File: src/rtl/re_demapper_pkg.sv
// re_pkg: shared constants, FSM states and read-pipeline tag for the RE demapper
package re_pkg;
    localparam int TOTAL_SC    = 1200;
    localparam int SC_PER_RB   = 12;
    localparam int DMRS_PER_RB = 6;
    typedef enum logic [1:0] {IDLE, RD_DMRS, RD_DATA, DRAIN} state_e;
    typedef struct packed {
        logic        is_dmrs;
        logic [10:0] idx;
        logic [3:0]  sym;
        logic        last;
    } tag_t;
endpackage

File: src/rtl/re_demapper_if.sv
// re_demapper_if: grid read port and output stream of the RE demapper
interface re_demapper_if #(parameter int DATA_LEN = 18);
    logic                       Rd_En;
    logic [3:0]                 Rd_Sym;
    logic [10:0]                Rd_Addr;
    logic signed [DATA_LEN-1:0] Rd_I, Rd_Q, Out_I, Out_Q;
    logic                       Out_Valid, Out_Ready, Out_Is_DMRS;
    logic [10:0]                Out_Idx;
    logic [3:0]                 Out_Sym;
    modport master (output Rd_En, Rd_Sym, Rd_Addr, Out_I, Out_Q, Out_Valid, Out_Is_DMRS, Out_Idx, Out_Sym,
                    input Rd_I, Rd_Q, Out_Ready);
    modport slave (input Rd_En, Rd_Sym, Rd_Addr, Out_I, Out_Q, Out_Valid, Out_Is_DMRS, Out_Idx, Out_Sym,
                   output Rd_I, Rd_Q, Out_Ready);
endinterface

File: src/rtl/re_demap_skid_fifo.sv
// re_demap_skid_fifo: 2-entry sample+tag buffer exposing its occupancy for read credit
module re_demap_skid_fifo import re_pkg::*; #(parameter int DW = 18) (
    input  logic                 clk,
    input  logic                 rst,
    input  logic                 wr,
    input  logic                 rd,
    input  logic signed [DW-1:0] din_re,
    input  logic signed [DW-1:0] din_im,
    input  tag_t                 din_tag,
    output logic signed [DW-1:0] dout_re,
    output logic signed [DW-1:0] dout_im,
    output tag_t                 dout_tag,
    output logic                 valid,
    output logic [1:0]           cnt
);
    logic signed [DW-1:0] re_q [2], re_d [2], im_q [2], im_d [2];
    tag_t                 tg_q [2], tg_d [2];
    logic                 wp_q, wp_d, rp_q, rp_d;
    logic [1:0]           cnt_q, cnt_d;
    always_comb begin
        re_d = re_q;
        im_d = im_q;
        tg_d = tg_q;
        wp_d = wr ? ~wp_q : wp_q;
        rp_d = rd ? ~rp_q : rp_q;
        cnt_d = cnt_q + {1'b0, wr} - {1'b0, rd};
        if (wr) begin
            re_d[wp_q] = din_re;
            im_d[wp_q] = din_im;
            tg_d[wp_q] = din_tag;
        end
    end
    always_ff @(posedge clk) begin
        if (rst) begin
            re_q  <= '{default: '0};
            im_q  <= '{default: '0};
            tg_q  <= '{default: '0};
            wp_q  <= 1'b0;
            rp_q  <= 1'b0;
            cnt_q <= '0;
        end else begin
            re_q  <= re_d;
            im_q  <= im_d;
            tg_q  <= tg_d;
            wp_q  <= wp_d;
            rp_q  <= rp_d;
            cnt_q <= cnt_d;
        end
    end
    assign dout_re  = re_q[rp_q];
    assign dout_im  = im_q[rp_q];
    assign dout_tag = tg_q[rp_q];
    assign valid    = cnt_q != 2'd0;
    assign cnt      = cnt_q;
endmodule

File: src/rtl/re_demapper.sv
// re_demapper: reads a slot's DMRS and data REs from the grid and streams them with their tags
module re_demapper import re_pkg::*; #(parameter int Data_Len = 18) (
    input  logic         CLK_DEM,
    input  logic         RST_DEM,
    input  logic         Start,
    input  logic [10:0]  N_sc,
    input  logic [6:0]   N_rb,
    input  logic [3:0]   Sym_Start,
    input  logic [3:0]   Sym_End,
    output logic         Sym_Done,
    output logic         Dem_Done,
    output logic         Busy,
    output logic         Cfg_Err,
    re_demapper_if.master bus
);
    state_e               state_q, state_d;
    logic [10:0]          n_sc_q, n_sc_d, n_data_q, n_data_d, k_q, k_d, cand_data;
    logic [9:0]           n_dmrs_q, n_dmrs_d;
    logic [3:0]           sym_end_q, sym_end_d, sym_q, sym_d;
    logic                 in_flight_q, in_flight_d, cfg_err_q, cfg_err_d;
    tag_t                 tag_q, tag_d, head_tag;
    logic signed [Data_Len-1:0] head_re, head_im;
    logic [11:0]          sum;
    logic [1:0]           cnt;
    logic                 head_valid, pop, credit, rd_en, last, bad, accept;
    always_comb begin
        cand_data   = 11'(N_rb * SC_PER_RB);
        sum         = {1'b0, N_sc} + {1'b0, cand_data};
        bad         = N_rb == 7'd0 || sum > 12'(TOTAL_SC) || Sym_End < Sym_Start || Sym_End > 4'd13;
        pop         = head_valid && bus.Out_Ready;
        // credit counts the read in flight so the buffer can never overflow
        credit      = (cnt + {1'b0, in_flight_q} - {1'b0, pop}) < 2'd2;
        Dem_Done    = state_q == DRAIN && cnt == 2'd0 && !in_flight_q;
        Busy        = state_q != IDLE && !Dem_Done;
        accept      = Start && !Busy;
        rd_en       = (state_q == RD_DMRS || state_q == RD_DATA) && credit;
        last        = state_q == RD_DMRS ? k_q == {1'b0, n_dmrs_q} - 11'd1 : k_q == n_data_q - 11'd1;
        state_d     = Dem_Done ? IDLE : state_q;
        n_sc_d      = n_sc_q;
        n_data_d    = n_data_q;
        n_dmrs_d    = n_dmrs_q;
        sym_end_d   = sym_end_q;
        k_d         = k_q;
        sym_d       = sym_q;
        cfg_err_d   = accept && bad;
        in_flight_d = rd_en;
        tag_d       = rd_en ? '{is_dmrs: state_q == RD_DMRS, idx: k_q, sym: sym_q, last: last} : tag_q;
        if (rd_en) begin
            k_d = last ? 11'd0 : k_q + 11'd1;
            if (last) begin
                sym_d   = sym_q + 4'd1;
                state_d = sym_q == sym_end_q ? DRAIN : RD_DATA;
            end
        end
        if (accept && !bad) begin
            n_sc_d    = N_sc;
            n_data_d  = cand_data;
            n_dmrs_d  = 10'(N_rb * DMRS_PER_RB);
            sym_end_d = Sym_End;
            k_d       = 11'd0;
            sym_d     = Sym_Start;
            state_d   = RD_DMRS;
        end
    end
    always_ff @(posedge CLK_DEM) begin
        if (RST_DEM) begin
            state_q     <= IDLE;
            n_sc_q      <= '0;
            n_data_q    <= '0;
            n_dmrs_q    <= '0;
            sym_end_q   <= '0;
            k_q         <= '0;
            sym_q       <= '0;
            in_flight_q <= 1'b0;
            cfg_err_q   <= 1'b0;
            tag_q       <= '0;
        end else begin
            state_q     <= state_d;
            n_sc_q      <= n_sc_d;
            n_data_q    <= n_data_d;
            n_dmrs_q    <= n_dmrs_d;
            sym_end_q   <= sym_end_d;
            k_q         <= k_d;
            sym_q       <= sym_d;
            in_flight_q <= in_flight_d;
            cfg_err_q   <= cfg_err_d;
            tag_q       <= tag_d;
        end
    end
    re_demap_skid_fifo #(.DW(Data_Len)) u_fifo (
        .clk      (CLK_DEM),
        .rst      (RST_DEM),
        .wr       (in_flight_q),
        .rd       (pop),
        .din_re   (bus.Rd_I),
        .din_im   (bus.Rd_Q),
        .din_tag  (tag_q),
        .dout_re  (head_re),
        .dout_im  (head_im),
        .dout_tag (head_tag),
        .valid    (head_valid),
        .cnt      (cnt)
    );
    assign bus.Rd_En       = rd_en;
    assign bus.Rd_Sym      = rd_en ? sym_q : 4'd0;
    assign bus.Rd_Addr     = rd_en ? n_sc_q + (state_q == RD_DMRS ? {k_q[9:0], 1'b0} : k_q) : 11'd0;
    assign bus.Out_I       = head_re;
    assign bus.Out_Q       = head_im;
    assign bus.Out_Valid   = head_valid;
    assign bus.Out_Is_DMRS = head_tag.is_dmrs;
    assign bus.Out_Idx     = head_tag.idx;
    assign bus.Out_Sym     = head_tag.sym;
    assign Sym_Done        = pop && head_tag.last;
    assign Cfg_Err         = cfg_err_q;
endmodule

File: src/flat_wrapper.sv
// flat-port wrapper written by rule: the top's interface ports become plain ports
module re_demapper_flat import re_pkg::*;
#(parameter int Data_Len = 18)
  (CLK_DEM, RST_DEM, Start, N_sc, N_rb, Sym_Start, Sym_End, Sym_Done, Dem_Done, Busy, Cfg_Err, bus_Rd_En, bus_Rd_Sym, bus_Rd_Addr, bus_Out_I, bus_Out_Q, bus_Out_Valid, bus_Out_Is_DMRS, bus_Out_Idx, bus_Out_Sym, bus_Rd_I, bus_Rd_Q, bus_Out_Ready);
  re_demapper_if #(.DATA_LEN((18))) bus_i ();
  input  logic CLK_DEM;
  input  logic RST_DEM;
  input  logic Start;
  input  logic [10:0] N_sc;
  input  logic [6:0] N_rb;
  input  logic [3:0] Sym_Start;
  input  logic [3:0] Sym_End;
  output logic Sym_Done;
  output logic Dem_Done;
  output logic Busy;
  output logic Cfg_Err;
  output wire logic [$bits(bus_i.Rd_En)-1:0] bus_Rd_En;
  output wire logic [$bits(bus_i.Rd_Sym)-1:0] bus_Rd_Sym;
  output wire logic [$bits(bus_i.Rd_Addr)-1:0] bus_Rd_Addr;
  output wire logic [$bits(bus_i.Out_I)-1:0] bus_Out_I;
  output wire logic [$bits(bus_i.Out_Q)-1:0] bus_Out_Q;
  output wire logic [$bits(bus_i.Out_Valid)-1:0] bus_Out_Valid;
  output wire logic [$bits(bus_i.Out_Is_DMRS)-1:0] bus_Out_Is_DMRS;
  output wire logic [$bits(bus_i.Out_Idx)-1:0] bus_Out_Idx;
  output wire logic [$bits(bus_i.Out_Sym)-1:0] bus_Out_Sym;
  input wire logic [$bits(bus_i.Rd_I)-1:0] bus_Rd_I;
  input wire logic [$bits(bus_i.Rd_Q)-1:0] bus_Rd_Q;
  input wire logic [$bits(bus_i.Out_Ready)-1:0] bus_Out_Ready;
  assign bus_Rd_En = bus_i.Rd_En;
  assign bus_Rd_Sym = bus_i.Rd_Sym;
  assign bus_Rd_Addr = bus_i.Rd_Addr;
  assign bus_Out_I = bus_i.Out_I;
  assign bus_Out_Q = bus_i.Out_Q;
  assign bus_Out_Valid = bus_i.Out_Valid;
  assign bus_Out_Is_DMRS = bus_i.Out_Is_DMRS;
  assign bus_Out_Idx = bus_i.Out_Idx;
  assign bus_Out_Sym = bus_i.Out_Sym;
  assign bus_i.Rd_I = bus_Rd_I;
  assign bus_i.Rd_Q = bus_Rd_Q;
  assign bus_i.Out_Ready = bus_Out_Ready;
  re_demapper #(.Data_Len(Data_Len)) u_core (.CLK_DEM(CLK_DEM), .RST_DEM(RST_DEM), .Start(Start), .N_sc(N_sc), .N_rb(N_rb), .Sym_Start(Sym_Start), .Sym_End(Sym_End), .Sym_Done(Sym_Done), .Dem_Done(Dem_Done), .Busy(Busy), .Cfg_Err(Cfg_Err), .bus(bus_i));
endmodule
File: config.mk
export PLATFORM = sky130hd
export DESIGN_NAME = re_demapper_flat
export DESIGN_NICKNAME = d
export VERILOG_FILES = /design/src/rtl/re_demapper_pkg.sv /design/src/rtl/re_demapper_if.sv /design/src/rtl/re_demap_skid_fifo.sv /design/src/rtl/re_demapper.sv /design/src/flat_wrapper.sv
export SDC_FILE = /design/constraint.sdc
export NUM_CORES = 1
export LEC_CHECK = 0
export BUFFER_PORTS_ARGS = -buffer_cell sky130_fd_sc_hd__buf_2
export CAP_MARGIN = 10
export CORE_AREA = 2 2 145 147
export CTS_BUF_LIST = sky130_fd_sc_hd__clkbuf_4 sky130_fd_sc_hd__clkbuf_8 sky130_fd_sc_hd__clkbuf_16
export DETAILED_ROUTE_END_ITERATION = 7
export DIE_AREA = 0 0 147 149
export PLACE_DENSITY_LB_ADDON = 0.08
export RECOVER_POWER = 100
export SLEW_MARGIN = 5
export SYNTH_ARGS = -nofsm -noshare
export SYNTH_HDL_FRONTEND = slang
export SYNTH_HIERARCHICAL = 1
export SYNTH_SLANG_ARGS = --single-unit
File: constraint.sdc
create_clock -name CLK_DEM -period 4.9 [get_ports CLK_DEM]
set_clock_uncertainty 0.2 [all_clocks]
set_input_delay 0.735 -clock CLK_DEM [delete_from_list [all_inputs] [get_ports CLK_DEM]]
set_output_delay 0.735 -clock CLK_DEM [all_outputs]
set_load 0.02 [all_outputs]
; ---- Word level (Yosys, flattened, before mapping)
; Cells that the tools add are included.
[classes]
addsub = 8
mul = 2
n_lt_le_gt_ge = 7
n_eq_ne = 6
n_mux = 29
bitwise_logic = 4
reduce_logical = 26
[op_table]
columns = op, n
row1 = 18-bit two-way mux, 7
row2 = 36-bit bitwise mux, 2
row3 = 17-bit two-way mux, 4
row4 = 34-bit bitwise mux, 1
row5 = 11-bit two-way mux, 3
row6 = 11-bit equality test, 2
row7 = 18-bit demux with 1-bit select, 1
row8 = 7-bit by 2-bit multiplier with 9-bit output (second input constant), 2
row9 = 17-bit demux with 1-bit select, 1
row10 = 4-bit two-way mux, 4
row11 = 11-bit by 11-bit adder with 12-bit output, 1
row12 = 12-bit by 11-bit > comparator with 1-bit output (second input constant), 1
row13 = 11-bit by 1-bit adder with 11-bit output (second input constant), 1
row14 = 11-bit adder, 1
row15 = 10-bit by 1-bit subtractor with 11-bit output (second input constant), 1
row16 = 11-bit by 1-bit subtractor with 11-bit output (second input constant), 1
row17 = 1-bit logical AND, 10
row18 = 2-bit nonzero test, 4
row19 = 7-bit logical NOT, 1
row20 = 2-bit two-way mux, 3
row21 = 4-bit by 1-bit adder with 4-bit output (second input constant), 1
row22 = 2-bit equality test (second input constant), 2
row23 = 4-bit equality test, 1
row24 = 2-bit greater-or-equal comparator (second input constant), 2
row25 = 15 further kinds, 25
[word_totals]
register_bits = 179
input_bits = 66
output_inout_bits = 73
word_cells = 111

; ---- Depth between registers and ports, before layout
[logic_depth]
word_depth = 10
ltp_mapped = 16
depth_no_buf = 14

; ---- Cells and area by module
; Netlist, hierarchy kept.
[modules_own_cells]
columns = mod, n_inst, cells_per_inst, area_per_inst_um2, seq_area_each_um2
row1 = re_demapper, 1, 586, 4536.9, 1201.2
row2 = re_demap_skid_fifo, 1, 539, 4471.8, 2202.1

; ---- Worst setup path after synthesis
; Ideal clock, no wire load.
[synth_timing]
path_type = reg2out
from = register u_core.state_q[1]
to = output port bus_Rd_Addr[10]
t_arrival_ps = 3508
required_ps = 3965
path_slack_ps = 457
path_stages_with_launch = 17
n_path_buf = 3
path_cell_list = dfxtp_1 -> inv_1 -> ha_1 -> clkbuf_1 -> clkbuf_1 -> clkbuf_1 -> nand2_1 -> nand2_1 -> inv_1 -> fa_1 -> nor2b_1 -> o21ai_0 -> a21boi_0 -> o21ai_0 -> a211oi_1 -> nor3_1 -> nor3b_1
[synth_via]
elab_chain_len = 4
elab_cells_between_ends = 7
cone_classes = add/sub (1) / eq/ne (2) / mux (2) / reduce/logical (2)
[synth_lines]
columns = item, line
row1 = start: declaration, re_demapper.sv:16  ; state_e state_q, state_d;
row2 = start signal: assignment, re_demapper.sv:78  ; state_q <= state_d;
row3 = 2-bit by 1-bit equality test with 1-bit output / 2-bit equality test (equally long branches), "re_demapper.sv:36, re_demapper.sv:106"
row4 = 11-bit two-way mux / 1-bit logical OR (equally long branches), "re_demapper.sv:106, re_demapper.sv:36"
row5 = 11-bit adder / 1-bit logical AND (equally long branches), "re_demapper.sv:106, re_demapper.sv:36"
row6 = 11-bit two-way mux *, re_demapper.sv:106  ; assign bus.Rd_Addr = rd_en ? n_sc_q + (state_q == RD_DMRS ? {k_q[9:0], 1'b0} : k_q) : 11'd0;
row7 = end: declaration, flat_wrapper.sv:19  ; output wire logic [$bits(bus_i.Rd_Addr)-1:0] bus_Rd_Addr;
; Every way passes the cells marked *; elsewhere a longest branch is shown, timed or not.

; ---- Worst setup path in the final report
; Ends and elaborated chain as after synthesis.

==> results.json <==
{
  "cp-end-kind": "primary output",
  "grt_use_total_pct": 20.5,
  "hold_ws_ns": 0.252,
  "dp.cells": 1473,
  "vdd_ir_drop_max_v": 0.000233,
  "routed_wl_microns": 22700,
  "drt_iter0_markers": 409,
  "ys_seq_area_share_pct": 37.8,
  "p_leak_uw": 0.00383,
  "yosysMostFrequentCell": "nand2_1",
  "diodes": 0,
  "antenna_found_initial": 0,
  "fp.dieW_microns": 147,
  "wl_per_cell_microns": 15.1,
  "ios": 139,
  "cts_buffers": 17,
  "synthFlopType": "dfxtp_1",
  "yosysTopAreaCellShare_pct": 37.8,
  "ys_types": 64,
  "initial_core_util_pct": 43.8,
  "yosys-top-cells-count": "nand2_1, dfxtp_1, a21oi_1, mux2_2, clkbuf_1",
  "hold_path.class": "flop to flop",
  "synth_nets": 1237,
  "fin_cells": 1505,
  "grt_pass1_wl_microns": 36700,
  "yosys.area.top_type": "dfxtp_1",
  "ys_ff_latch": 170,
  "fin_crit_sh_pct": 90.8,
  "crit_buf_inv": 3,
  "cts_tree": "built",
  "grt_max_degree": 64,
  "clockBufferDepth": 2,
  "cpMaxStageDelayCell": "fa_1",
  "cp_max_fo": 9,
  "synth_cells": 1125,
  "synth_edf_count": 0,
  "setup_violations": 0,
  "rsz0062_at_grt": "no",
  "ctsHoldBuffers": 0,
  "maxCapViolations": 4,
  "cts-root-buf": "clkbuf_16",
  "yosysWarnings": 6,
  "dp_hpwl_microns": 15500,
  "nets": 1329,
  "cts_setup_buffers": 0,
  "die_y_microns": 149,
  "clkSinkCount": 170,
  "cp_cell_sequence": "inv_1 > ha_1 > nor2b_1 > ha_1 > inv_1 > fa_1 > nor2b_1 > o21ai_0 > a21boi_0 > o21ai_0 > a211oi_1 > nor3_1 > nor3b_1 > clkbuf_2",
  "failed_checks": "max-capacitance violations, max-slew violations",
  "postCtsResizedCells": 0,
  "fmax_mhz": 225,
  "synthTopCellsByArea": "dfxtp_1, nand2_1, a21oi_1, mux2_2, ha_1",
  "worst_pin_slew_ns": 2.74,
  "rows": 53,
  "fin_crit_ns": 4.45,
  "drc": 0,
  "p_per_area_mw_per_mm2": 348,
  "async_reset_ff_share_pct": 0,
  "hold_violations": 0,
  "cp.required_ns": 3.96,
  "die_area_sq_mm": 0.0219,
  "antenna_left": 0,
  "gp_congestion": 0.848,
  "area_growth_syn_to_layout_pct": 13.8,
  "syn_area_per_cell_sq_um": 8.01,
  "crit_family": "compound AO/OA/AOI/OAI gates",
  "status": "finished with violations",
  "viasPerCell": 5.24,
  "crit_path_start_kind": "flop",
  "worstSkewPairLatency_ns": 0.43,
  "worst-setup-path-type": "flop to primary output",
  "slowest_delay_ns": 0.37,
  "first_pass_iters": 5,
  "grt_pass1_vias": 7321,
  "gr-total-overflow": 0,
  "drive_gt1_share_pct": 14.6,
  "clk_pin_slew_worst_paths_ns": 0.07,
  "crit_arrival_ns": 3.52,
  "tns_ns": 0,
  "io_buffers": 138,
  "slew_headroom_pct": -83.0,
  "via_count": 7890,
  "core_area_sq_mm": 0.0206,
  "report.final.slew_viol_count": 181,
  "utilization_pct": 49.9,
  "cts_max_level": 4,
  "syn_area_sq_mm": 0.00901
}
layout make-up:
cell class	instances	area (sq um)
fill	2138	10300
multi-input combinational	842	5100
sequential	170	3400
timing repair buffer	153	686
clock buffer	17	425
tap	275	344
clock inverter	15	171
inverter	33	124
report_power, final:
| part | leakage, uW | internal (uW) | switching (uW) |
|---|---|---|---|
| combinational | 0.00217 | 280 | 442 |
| sequential | 0.00137 | 1420 | 69.5 |
| clock | 0.000290 | 731 | 626 |
layer usage:
layer	GRT usage, %	share of wire (%)	up-vias
met5	0	0	-
met4	5.77	1.3	0
met3	3.39	3.6	16
met2	35.5	47	157
met1	26.5	48	3664
li1	-	-	4053
logic make-up after synthesis:
family,count (synthesis),share of synthesized area [%]
flip-flops,170,37.8
AO/OA/AOI/OAI,270,17.1
multiplexers,61,7.60
AND/OR/NAND/NOR,424,21.2
adder cells (fa/ha/maj),46,6.64
buffers and inverters,113,5.75
XOR/XNOR,41,3.99
per-stage QoR:
step	area [sq um]	power, uW	setup WS, ns
final	10200	3570	0.449
after global routing	10200	3750	0.0424
after CTS	10400	3630	0.441
after detailed placement	9780	2260	0.424
after global placement	9780	2260	0.517
after floorplan	9010	2050	0.457
cells in the final DEF (no fill, tap or decap), drive strengths merged, types with 5 or more instances in the layout:
master  count
nand2     272
clkbuf     98
o31ai       7
xor2       19
dfxtp     170
or2         5
a31oi       5
a21oi     165
nor2b       8
a21o       11
nand2b      7
o21bai      5
o21ai      40
mux2       59
ha         43
and3        6
xnor2      22
a211oi      7
nor3       24
nor3b      13
buf        72
nand4       6
nor2       26
inv        41
nand3      29
or3         6
nor4        6
state kept, by name, summed over array words and instances (netlist names), 2 cells and up:
register / flops
u_core/u_fifo/im_q: 36
u_core/u_fifo/re_q: 36
u_core/u_fifo/tg_q: 34
u_core/tag_q: 17
u_core/k_q: 11
u_core/n_sc_q: 11
u_core/n_dmrs_q: 9
u_core/sym_end_q: 4
u_core/sym_q: 4
u_core/state_q: 2
u_core/u_fifo/cnt: 2
worst paths after layout:
kind / startpoint / end / slack, ns / cells past startpoint
setup / recovery: u_core/state_q[1]$_SDFF_PP0_ / bus_Rd_Addr[10] / 0.45 / 14
hold / removal: u_core/u_fifo/tg_q[11]$_SDFFE_PP0P_ / u_core/u_fifo/tg_q[11]$_SDFFE_PP0P_ / 0.25 / 2
setup reg to reg: u_core/state_q[1]$_SDFF_PP0_ / u_core/sym_q[3]$_SDFFE_PP0P_ / 0.97 / 10
hold reg to reg: u_core/u_fifo/tg_q[11]$_SDFFE_PP0P_ / u_core/u_fifo/tg_q[11]$_SDFFE_PP0P_ / 0.25 / 2
worst min-delay path: stages (launching register included):
cell and delay [ns]:
dfxtp_1 0.31, nand2_1 0.05, a21oi_1 0.05
Power figures use the tool's default switching activity.
